File: src/rtl/spart_pkg.sv
// Shared types for the SPART receive path.
package spart_pkg;

   typedef enum logic [2:0] {
      IDLE,
      START,
      DATA,
      PARITY,
      STOP,
      BREAK
   } rx_state_t;

endpackage

File: src/rtl/spart_fifo.sv
// Generic synchronous show-ahead FIFO; head entry is visible on rdata while not empty.
module spart_fifo #(
   parameter int unsigned WIDTH = 10,
   parameter int unsigned DEPTH = 8
) (
   input  logic                     clk,
   input  logic                     rst,
   input  logic                     push,
   input  logic [WIDTH-1:0]         wdata,
   input  logic                     pop,
   output logic [WIDTH-1:0]         rdata,
   output logic                     full,
   output logic                     empty,
   output logic [$clog2(DEPTH):0]   count
);

   localparam int unsigned AW = $clog2(DEPTH);

   logic [AW:0]      wptr_q, rptr_q;
   logic [WIDTH-1:0] mem_q [DEPTH];
   logic             do_push, do_pop;

   // Extra pointer MSB distinguishes full from empty when the indices match.
   assign empty   = (wptr_q == rptr_q);
   assign full    = (wptr_q[AW] != rptr_q[AW]) && (wptr_q[AW-1:0] == rptr_q[AW-1:0]);
   assign count   = wptr_q - rptr_q;
   assign do_pop  = pop && !empty;
   assign do_push = push && (!full || do_pop);
   assign rdata   = empty ? '0 : mem_q[rptr_q[AW-1:0]];

   always_ff @(posedge clk) begin
      if (!rst) begin
         wptr_q <= '0;
         rptr_q <= '0;
      end else begin
         if (do_push) wptr_q <= wptr_q + 1'b1;
         if (do_pop)  rptr_q <= rptr_q + 1'b1;
      end
   end

   always_ff @(posedge clk) begin
      if (rst && do_push) mem_q[wptr_q[AW-1:0]] <= wdata;
   end

endmodule

File: src/rtl/spart_rx_fifo.sv
// SPART receive path: oversampling deframer with parity/framing checks feeding a show-ahead FIFO.
module spart_rx_fifo
   import spart_pkg::*;
#(
   parameter int unsigned DATA_BITS  = 8,
   parameter int unsigned FIFO_DEPTH = 8,
   parameter int unsigned OVS        = 16,
   parameter int unsigned DIV_W      = 16
) (
   input  logic                            clk,
   input  logic                            rst,
   input  logic                            rxd,
   input  logic [DIV_W-1:0]                divisor,
   input  logic                            parity_en,
   input  logic                            parity_odd,
   input  logic                            rd_en,
   output logic [DATA_BITS-1:0]            rd_data,
   output logic                            rd_perr,
   output logic                            rd_ferr,
   output logic                            empty,
   output logic                            full,
   output logic [$clog2(FIFO_DEPTH):0]     count,
   output logic                            overrun,
   input  logic                            clr_err
);

   typedef struct packed {
      logic [DATA_BITS-1:0] data;
      logic                 perr;
      logic                 ferr;
   } rx_entry_t;

   localparam int unsigned    TCW        = $clog2(OVS);
   localparam int unsigned    BCW        = $clog2(DATA_BITS);
   localparam logic [TCW-1:0] START_LAST = TCW'(OVS / 2 - 2);
   localparam logic [TCW-1:0] BIT_LAST   = TCW'(OVS - 1);
   localparam logic [BCW-1:0] DATA_LAST  = BCW'(DATA_BITS - 1);

   logic                 sync1_q, rxs_q;
   logic [DIV_W-1:0]     div_cnt_q, div_lim_q, div_eff;
   logic                 tick;
   rx_state_t            state_q, state_d;
   logic                 smp;
   logic [TCW-1:0]       tc_q, tc_d;
   logic [BCW-1:0]       bit_q, bit_d;
   logic [DATA_BITS-1:0] data_q, data_d;
   logic                 perr_q, perr_d;
   logic                 par_en_q, par_en_d;
   logic                 par_odd_q, par_odd_d;
   logic                 push_q, push_d;
   rx_entry_t            entry_q, entry_d, head;
   logic                 drop, overrun_q;

   always_ff @(posedge clk) begin
      if (!rst) begin
         sync1_q <= 1'b1;
         rxs_q   <= 1'b1;
      end else begin
         sync1_q <= rxd;
         rxs_q   <= sync1_q;
      end
   end

   // The limit is reloaded only on wrap so a divisor change never truncates a tick period.
   assign div_eff = (divisor == '0) ? DIV_W'(1) : divisor;
   assign tick    = (div_cnt_q == div_lim_q - DIV_W'(1));

   always_ff @(posedge clk) begin
      if (!rst) begin
         div_cnt_q <= '0;
         div_lim_q <= div_eff;
      end else if (tick) begin
         div_cnt_q <= '0;
         div_lim_q <= div_eff;
      end else begin
         div_cnt_q <= div_cnt_q + DIV_W'(1);
      end
   end

   always_ff @(posedge clk) begin
      if (!rst) begin
         state_q   <= IDLE;
         tc_q      <= '0;
         bit_q     <= '0;
         data_q    <= '0;
         perr_q    <= 1'b0;
         par_en_q  <= 1'b0;
         par_odd_q <= 1'b0;
         push_q    <= 1'b0;
         entry_q   <= '0;
      end else begin
         state_q   <= state_d;
         tc_q      <= tc_d;
         bit_q     <= bit_d;
         data_q    <= data_d;
         perr_q    <= perr_d;
         par_en_q  <= par_en_d;
         par_odd_q <= par_odd_d;
         push_q    <= push_d;
         entry_q   <= entry_d;
      end
   end

   always_comb begin
      smp     = 1'b0;
      state_d = state_q;
      unique case (state_q)
         IDLE:   if (tick && !rxs_q) state_d = START;
         START: begin
            smp = tick && (tc_q == START_LAST);
            if (smp) state_d = rxs_q ? IDLE : DATA;
         end
         DATA: begin
            smp = tick && (tc_q == BIT_LAST);
            if (smp && bit_q == DATA_LAST) state_d = par_en_q ? PARITY : STOP;
         end
         PARITY: begin
            smp = tick && (tc_q == BIT_LAST);
            if (smp) state_d = STOP;
         end
         STOP: begin
            smp = tick && (tc_q == BIT_LAST);
            if (smp) state_d = rxs_q ? IDLE : BREAK;
         end
         BREAK:  if (tick && rxs_q) state_d = IDLE;
         default: state_d = IDLE;
      endcase
   end

   always_comb begin
      tc_d      = tc_q;
      bit_d     = bit_q;
      data_d    = data_q;
      perr_d    = perr_q;
      par_en_d  = par_en_q;
      par_odd_d = par_odd_q;
      push_d    = 1'b0;
      entry_d   = entry_q;
      if (state_d != state_q || smp) begin
         tc_d = '0;
      end else if (tick) begin
         tc_d = tc_q + TCW'(1);
      end
      unique case (state_q)
         START: begin
            if (smp && !rxs_q) begin
               bit_d     = '0;
               perr_d    = 1'b0;
               par_en_d  = parity_en;
               par_odd_d = parity_odd;
            end
         end
         DATA: begin
            if (smp) begin
               data_d = {rxs_q, data_q[DATA_BITS-1:1]};
               bit_d  = bit_q + BCW'(1);
            end
         end
         PARITY: if (smp) perr_d = (((^data_q) ^ rxs_q) != par_odd_q);
         STOP: begin
            if (smp) begin
               push_d  = 1'b1;
               entry_d = {data_q, perr_q, ~rxs_q};
            end
         end
         default: ;
      endcase
   end

   spart_fifo #(
      .WIDTH ($bits(rx_entry_t)),
      .DEPTH (FIFO_DEPTH)
   ) u_fifo (
      .clk   (clk),
      .rst   (rst),
      .push  (push_q),
      .wdata (entry_q),
      .pop   (rd_en),
      .rdata (head),
      .full  (full),
      .empty (empty),
      .count (count)
   );

   // A pop in the same cycle frees the slot, so a push into a full FIFO is only lost without one.
   assign drop = push_q && full && !(rd_en && !empty);

   always_ff @(posedge clk) begin
      if (!rst) begin
         overrun_q <= 1'b0;
      end else if (drop) begin
         overrun_q <= 1'b1;
      end else if (clr_err) begin
         overrun_q <= 1'b0;
      end
   end

   assign overrun = overrun_q;
   assign rd_data = head.data;
   assign rd_perr = head.perr;
   assign rd_ferr = head.ferr;

endmodule
File: config.mk
export PLATFORM = sky130hd
export DESIGN_NAME = spart_rx_fifo
export DESIGN_NICKNAME = d
export VERILOG_FILES = /design/src/rtl/spart_pkg.sv /design/src/rtl/spart_fifo.sv /design/src/rtl/spart_rx_fifo.sv
export SDC_FILE = /design/constraint.sdc
export NUM_CORES = 1
export LEC_CHECK = 0
export CAP_MARGIN = 10
export CORE_MARGIN = 4
export CORE_UTILIZATION = 28
export DETAILED_ROUTE_END_ITERATION = 10
export PLACE_DENSITY_LB_ADDON = 0.08
export SETUP_SLACK_MARGIN = 0.2
export SLEW_MARGIN = 10
export SYNTH_ARGS = -nofsm -noshare
export SYNTH_HDL_FRONTEND = slang
export SYNTH_SLANG_ARGS = --single-unit
File: constraint.sdc
create_clock -name clk -period 3.2 [get_ports clk]
set_clock_uncertainty 0.05 [all_clocks]
set_input_delay 0.96 -clock clk [delete_from_list [all_inputs] [get_ports clk]]
set_output_delay 0.96 -clock clk [all_outputs]
set_load 0.05 [all_outputs]
# After elaboration in Yosys (flattened, before gate mapping)
# Memory sizes are Yosys's and may differ from the RTL's. A register that Yosys moved wholly into a read port is not among the register bits.
# Index checks and enable logic that the tools add are counted.
dict set report classes {
  addsub 7
  bitwise 3
  mux 28
  n_eq_ne 18
  n_reduce_logical 33
}
# operator count
set ops {}
lappend ops {{$mux 16} 3}
lappend ops {{$mux 3} 12}
lappend ops {{$pmux 3 s6} 1}
lappend ops {{$add 16x1->16 const B} 1}
lappend ops {{$eq 16x16->1} 1}
lappend ops {{$logic_not 16->1} 1}
lappend ops {{$sub 16x1->16 const B} 1}
lappend ops {{$add 4x1->4 const B} 3}
lappend ops {{$logic_and 1x1->1} 12}
lappend ops {{$mux 10} 1}
lappend ops {{$eq 3x3->1 const B} 3}
lappend ops {{$reduce_and 2->1} 4}
lappend ops {{$reduce_xor 8->1} 1}
lappend ops {{$mux 1} 7}
lappend ops {{$eq 3x2->1 const B} 2}
lappend ops {{$ne 2x2->1 const B} 3}
lappend ops {{$pmux 3 s2} 1}
lappend ops {{$reduce_and 3->1} 2}
lappend ops {{$reduce_bool 2->1} 3}
lappend ops {{$eq 4x3->1 const B} 1}
lappend ops {{$eq 4x4->1} 1}
lappend ops {{$eq 4x4->1 const B} 1}
lappend ops {{$logic_not 1->1} 4}
lappend ops {{$pmux 1 s2} 2}
lappend ops {{other kinds (14)} 18}
dict set report word_totals {
  reg_bits 75
  elab_cells 108
  mem_count 1
  inputBits 23
  ram_bits 80
  output_inout_bits 17
}
# memory depth width rd rd_clocked_by_memory_dff write_ports line
set memory_table {}
lappend memory_table {u_fifo.mem_q 8 10 1 1 1 spart_fifo.sv:20} ;# logic [WIDTH-1:0] mem_q [DEPTH];

# Logic depth before layout (Yosys ltp)
# Gate-level depths: netlist of run 1.
dict set report depth {
  word_depth 9
  depth_mapped 11
  ltp_nobuf 9
}

# By module
# A second synthesis of run 1 with hierarchy kept.
dict set report unflattened {
  cells_unflattened 593
  area_unflattened_um2 7141.8
}
# mod instances area_per_inst_um2 cells_each seq_area_each_um2
set by_module_without_submodules {}
lappend by_module_without_submodules {spart_fifo 1 3698.5 214 2622.5}
lappend by_module_without_submodules {spart_rx_fifo 1 3443.3 379 1501.4}

# Worst setup path after synthesis of run 1
# OpenSTA, ideal clock, no wires.
dict set report synth_path {
  path_kind {register -> output}
  start {reg u_fifo.wptr_q[0]}
  end {out rd_data[0]}
  path_buffers 1
  setup_slack_ps 37
  required_ps 2190
  t_arrival_ps 2153
  stages_incl_launch_ff 7
  cell_sequence {dfxtp_1 > inv_1 > ha_1 > nand3_1 > nor2_1 > clkbuf_1 > nor2_1}
}
dict set report synth_between {
  elab_chain_cells 2
}
# item line
set synth_rtl {}
lappend synth_rtl {{start, declared} spart_fifo.sv:19} ;# logic [AW:0] wptr_q, rptr_q;
lappend synth_rtl {{start signal, assigned} spart_fifo.sv:36} ;# if (do_push) wptr_q <= wptr_q + 1'b1;
lappend synth_rtl {{$eq 4x4->1} spart_fifo.sv:24} ;# assign empty = (wptr_q == rptr_q);
lappend synth_rtl {{via empty} spart_rx_fifo.sv:20} ;# output logic empty,
lappend synth_rtl {{$mux 10} spart_fifo.sv:29} ;# assign rdata = empty ? '0 : mem_q[rptr_q[AW-1:0]];
lappend synth_rtl {{end, declared} spart_rx_fifo.sv:17} ;# output logic [DATA_BITS-1:0] rd_data,
# The timed path passes the listed nets, and every way through them passes these cells.

==> results of run 1 <==
-- area by class of cell --
| type | instances | area [um2] |
|---|---|---|
| Clock buffer | 17 | 425 |
| Clock inverter | 15 | 188 |
| Fill cell | 2455 | 16200 |
| Inverter | 14 | 52.6 |
| Multi-Input combinational cell | 365 | 2940 |
| Sequential cell | 158 | 4130 |
| Tap cell | 330 | 413 |
| Timing Repair Buffer | 74 | 786 |
-- metrics by stage --
step | power, mW | area (um2) | setup slack (ns) | utilization (%) | cells
after floorplan | 2.29 | 7170 | 0.136 | - | 579
after global placement | 2.35 | 8030 | 0.196 | 31.9 | 931
after detailed placement | 2.35 | 8030 | 0.150 | 31.9 | 931
after CTS | 4.40 | 8750 | 0.108 | 34.7 | 966
after global routing | 4.51 | 8940 | 0.130 | 35.5 | 973
final | 4.34 | 8940 | 0.224 | 35.5 | 973
-- critical path: stages (launching register included) --
cell	delay (ns)
dfxtp_4	0.43
clkbuf_16	0.19
mux4_2	0.50
mux2i_2	0.20
nor2_1	0.08
buf_6	0.15
-- metal layers --
| metal | up-vias | part of all wire [%] | wire, um | GRT usage, % |
|---|---|---|---|---|
| li1 | 2198 | - | - | - |
| met1 | 2201 | 51 | 8330 | 16.9 |
| met2 | 73 | 46 | 7460 | 17.8 |
| met3 | 8 | 2.6 | 432 | 2.44 |
| met4 | 0 | 0.78 | 128 | 3.00 |
| met5 | - | 0 | 0 | 0 |
-- sequential cells by signal (all words and copies together), names as in the netlist, 3 cells and up, named ones only --
signal,count
div_lim_q,16
u_fifo.wptr_q,4
entry_q,10
data_q,8
div_cnt_q,16
state_q,3
u_fifo.mem_q,80
tc_q,4
u_fifo.rptr_q,4
bit_q,3
-- cell usage in the layout (no fill, tap or decap), types with 9 or more instances in the layout --
cell | Yosys | final
nand3_1 | 19 | 17
nor2_1 | 41 | 34
and2_1 | 9 | 9
nand4_1 | 18 | 18
edfxtp_1 | 96 | 96
and3_1 | 9 | 9
mux4_2 | 20 | 20
inv_1 | 14 | 13
xor2_1 | 17 | 17
xnor2_1 | 40 | 36
dfxtp_1 | 62 | 58
nand2_1 | 49 | 49
nor3_1 | 13 | 12
buf_4 | 2 | 31
clkbuf_16 | 0 | 19
nor2b_1 | 9 | 9
mux2i_1 | 36 | 34
clkdlybuf4s50_1 | 0 | 22
-- cell families (layout without fill, tap and decap cells) --
| group | after synthesis | after routing | share of synthesized area, % |
|---|---|---|---|
| simple gates | 203 | 203 | 14.8 |
| flops | 158 | 158 | 57.6 |
| mux | 56 | 56 | 11.3 |
| compound gates | 37 | 37 | 3.69 |
| xor+xnor | 57 | 57 | 6.98 |
| buf+inv | 56 | 120 | 3.31 |
| fa+ha+maj | 12 | 12 | 2.20 |
-- final timing paths --
check	to	slack [ns]	cells past startpoint
max	rd_data[7]	0.22	5
min	rxs_q	0.37	1
max reg2reg	entry_q[7]	0.30	9
min reg2reg	rxs_q	0.37	1
-- power by group through the flow --
stage          Sequential (mW)  Clock, mW  Combinational, mW
6_report                  2.18       2.02              0.137
5_1_grt                   2.18       2.18              0.149
4_1_cts                   2.18       2.10              0.130
3_5_place_dp              2.22          0              0.127
3_3_place_gp              2.22          0              0.127
2_1_floorplan             2.21          0             0.0820
-- repair_timing --
item	CTS	global route
cloned	1	3
buffers inserted	2	4
endpoints found under the setup margin	34	71
gates resized for setup	18	28
pin swaps	0	5
==> flow_metrics.env, run 1 <==
export IMPL_powerDensity_nw_per_um2=485
export IMPL_dp_hpwl_um=11000
export IMPL_syn_nets=614
export IMPL_switchingPower_mw=1.05
export IMPL_port_buffers=39
export IMPL_cts_reportedPaths_clkPinSlew_ns=0.07
export IMPL_grt_antenna_before_repair=0
export IMPL_synthTopCellsByArea="edfxtp_1 (40%), dfxtp_1 (17%), mux4_2 (6.3%), mux2i_1 (5.0%), xnor2_1 (4.9%)"
export IMPL_synth_most_common_cell="edfxtp_1"
export IMPL_via_per_inst=4.60
export IMPL_vias=4480
export IMPL_clk_path_buf_depth=2
export IMPL_synthArstFlopShare_pct=0
export IMPL_critPathArrivalTime_ns=1.97
export IMPL_cts_sinks=158
export IMPL_fmax_ghz=0.336
export IMPL_yosys_top_cells_count="edfxtp_1 (96), dfxtp_1 (62), nand2_1 (49)"
export IMPL_final_layout_size_suffix_gt1_share_pct=22.1
export IMPL_synth_cell_types=57
export IMPL_drv_slew=0
export IMPL_grt_overflow=0
export IMPL_die_w_um=168
export IMPL_synth_area_um2=7150
export IMPL_fin_crit_sh_pct=93.0
export IMPL_fin_hold_ws_ns=0.365
export IMPL_die_y_um=168
export IMPL_clkPwrFrac_pct=46.7
export IMPL_ir_drop_v=0.000244
export IMPL_worstSetupStartpointType="flop"
export IMPL_gp_congestion=0.728
export IMPL_cts_buffers=17
export IMPL_drc=0
export IMPL_synth_top_area_cell="edfxtp_1"
export IMPL_areaGrowthSynthToFinish_pct=24.9
export IMPL_drtIter0Drc=247
export IMPL_ys_seq_area_share_pct=57.6
export IMPL_cts_root_buf="clkbuf_16"
export IMPL_grt_total_usage_pct=11.7
export IMPL_yosys_warnings=0
export IMPL_rsz0062_at_grt="yes"
export IMPL_crit_path_end_kind="output port"
export IMPL_wirelength_um=16300
export IMPL_period_minus_slack_ns=2.98
export IMPL_syn_inst=579
export IMPL_status="finished, final reports clean"
export IMPL_final_hold_violation_count=0
export IMPL_clk_latency_ns=0.42
export IMPL_hold_path_class="reg2reg"
export IMPL_hp_start="sync1_q"
export IMPL_p_int_mw=3.28
export IMPL_layout_nets=665
export IMPL_syn_avg_cell_area_um2=12.4
export IMPL_power_leakage_nw=3.16
export IMPL_core_um2=25200
export IMPL_grt_max_degree=33
export IMPL_grt_pass1_wl_um=25600
export IMPL_max_slew_margin_pct=59.9
export IMPL_tightestPinTransition_ns=0.601
export IMPL_die_area_um2=28200
export IMPL_cp_required_ns=2.19
export IMPL_htreeDepth=4
export IMPL_setup_tns_ns=0
export IMPL_ys_ff_latch=158
export IMPL_wl_per_cell_um=16.8
export IMPL_io_pin_count=40
export IMPL_crit_type="reg2out"
export IMPL_grt_pass1_vias=4562
export IMPL_final_antenna_net_count=0
export IMPL_drtPass1Iterations=5
export IMPL_rows=58
export IMPL_p_sw_share_pct=24.3
export IMPL_combPwrFrac_pct=3.2
export IMPL_start_util_pct=28.4
export IMPL_maxCapViolCount=0
export IMPL_postCtsHoldBufs=0
export IMPL_cp_max_fo=5
export IMPL_synth_edf_count=96
export IMPL_diodes=0
export IMPL_cts_tree="yes"
export IMPL_synth_flop_cell="edfxtp_1"
export IMPL_setup_viol_count_final=0
export IMPL_r2r_start="div_lim_q[1]"
export IMPL_netlist_area_leader_share_pct=40.3
export IMPL_p_seq_share_pct=50.2
(Power assumes the default switching activity.)
==> inputs of run 2 (changes only) <==
--- a/config.mk
+++ b/config.mk
@@ -10,6 +10,7 @@
 export CORE_UTILIZATION = 28
 export DETAILED_ROUTE_END_ITERATION = 10
 export PLACE_DENSITY_LB_ADDON = 0.08
+export RECOVER_POWER = 25
 export SETUP_SLACK_MARGIN = 0.2
 export SLEW_MARGIN = 10
 export SYNTH_ARGS = -nofsm -noshare
==> results of run 2 <==
Final layout, timing and power as in run 1 (identical DEF).
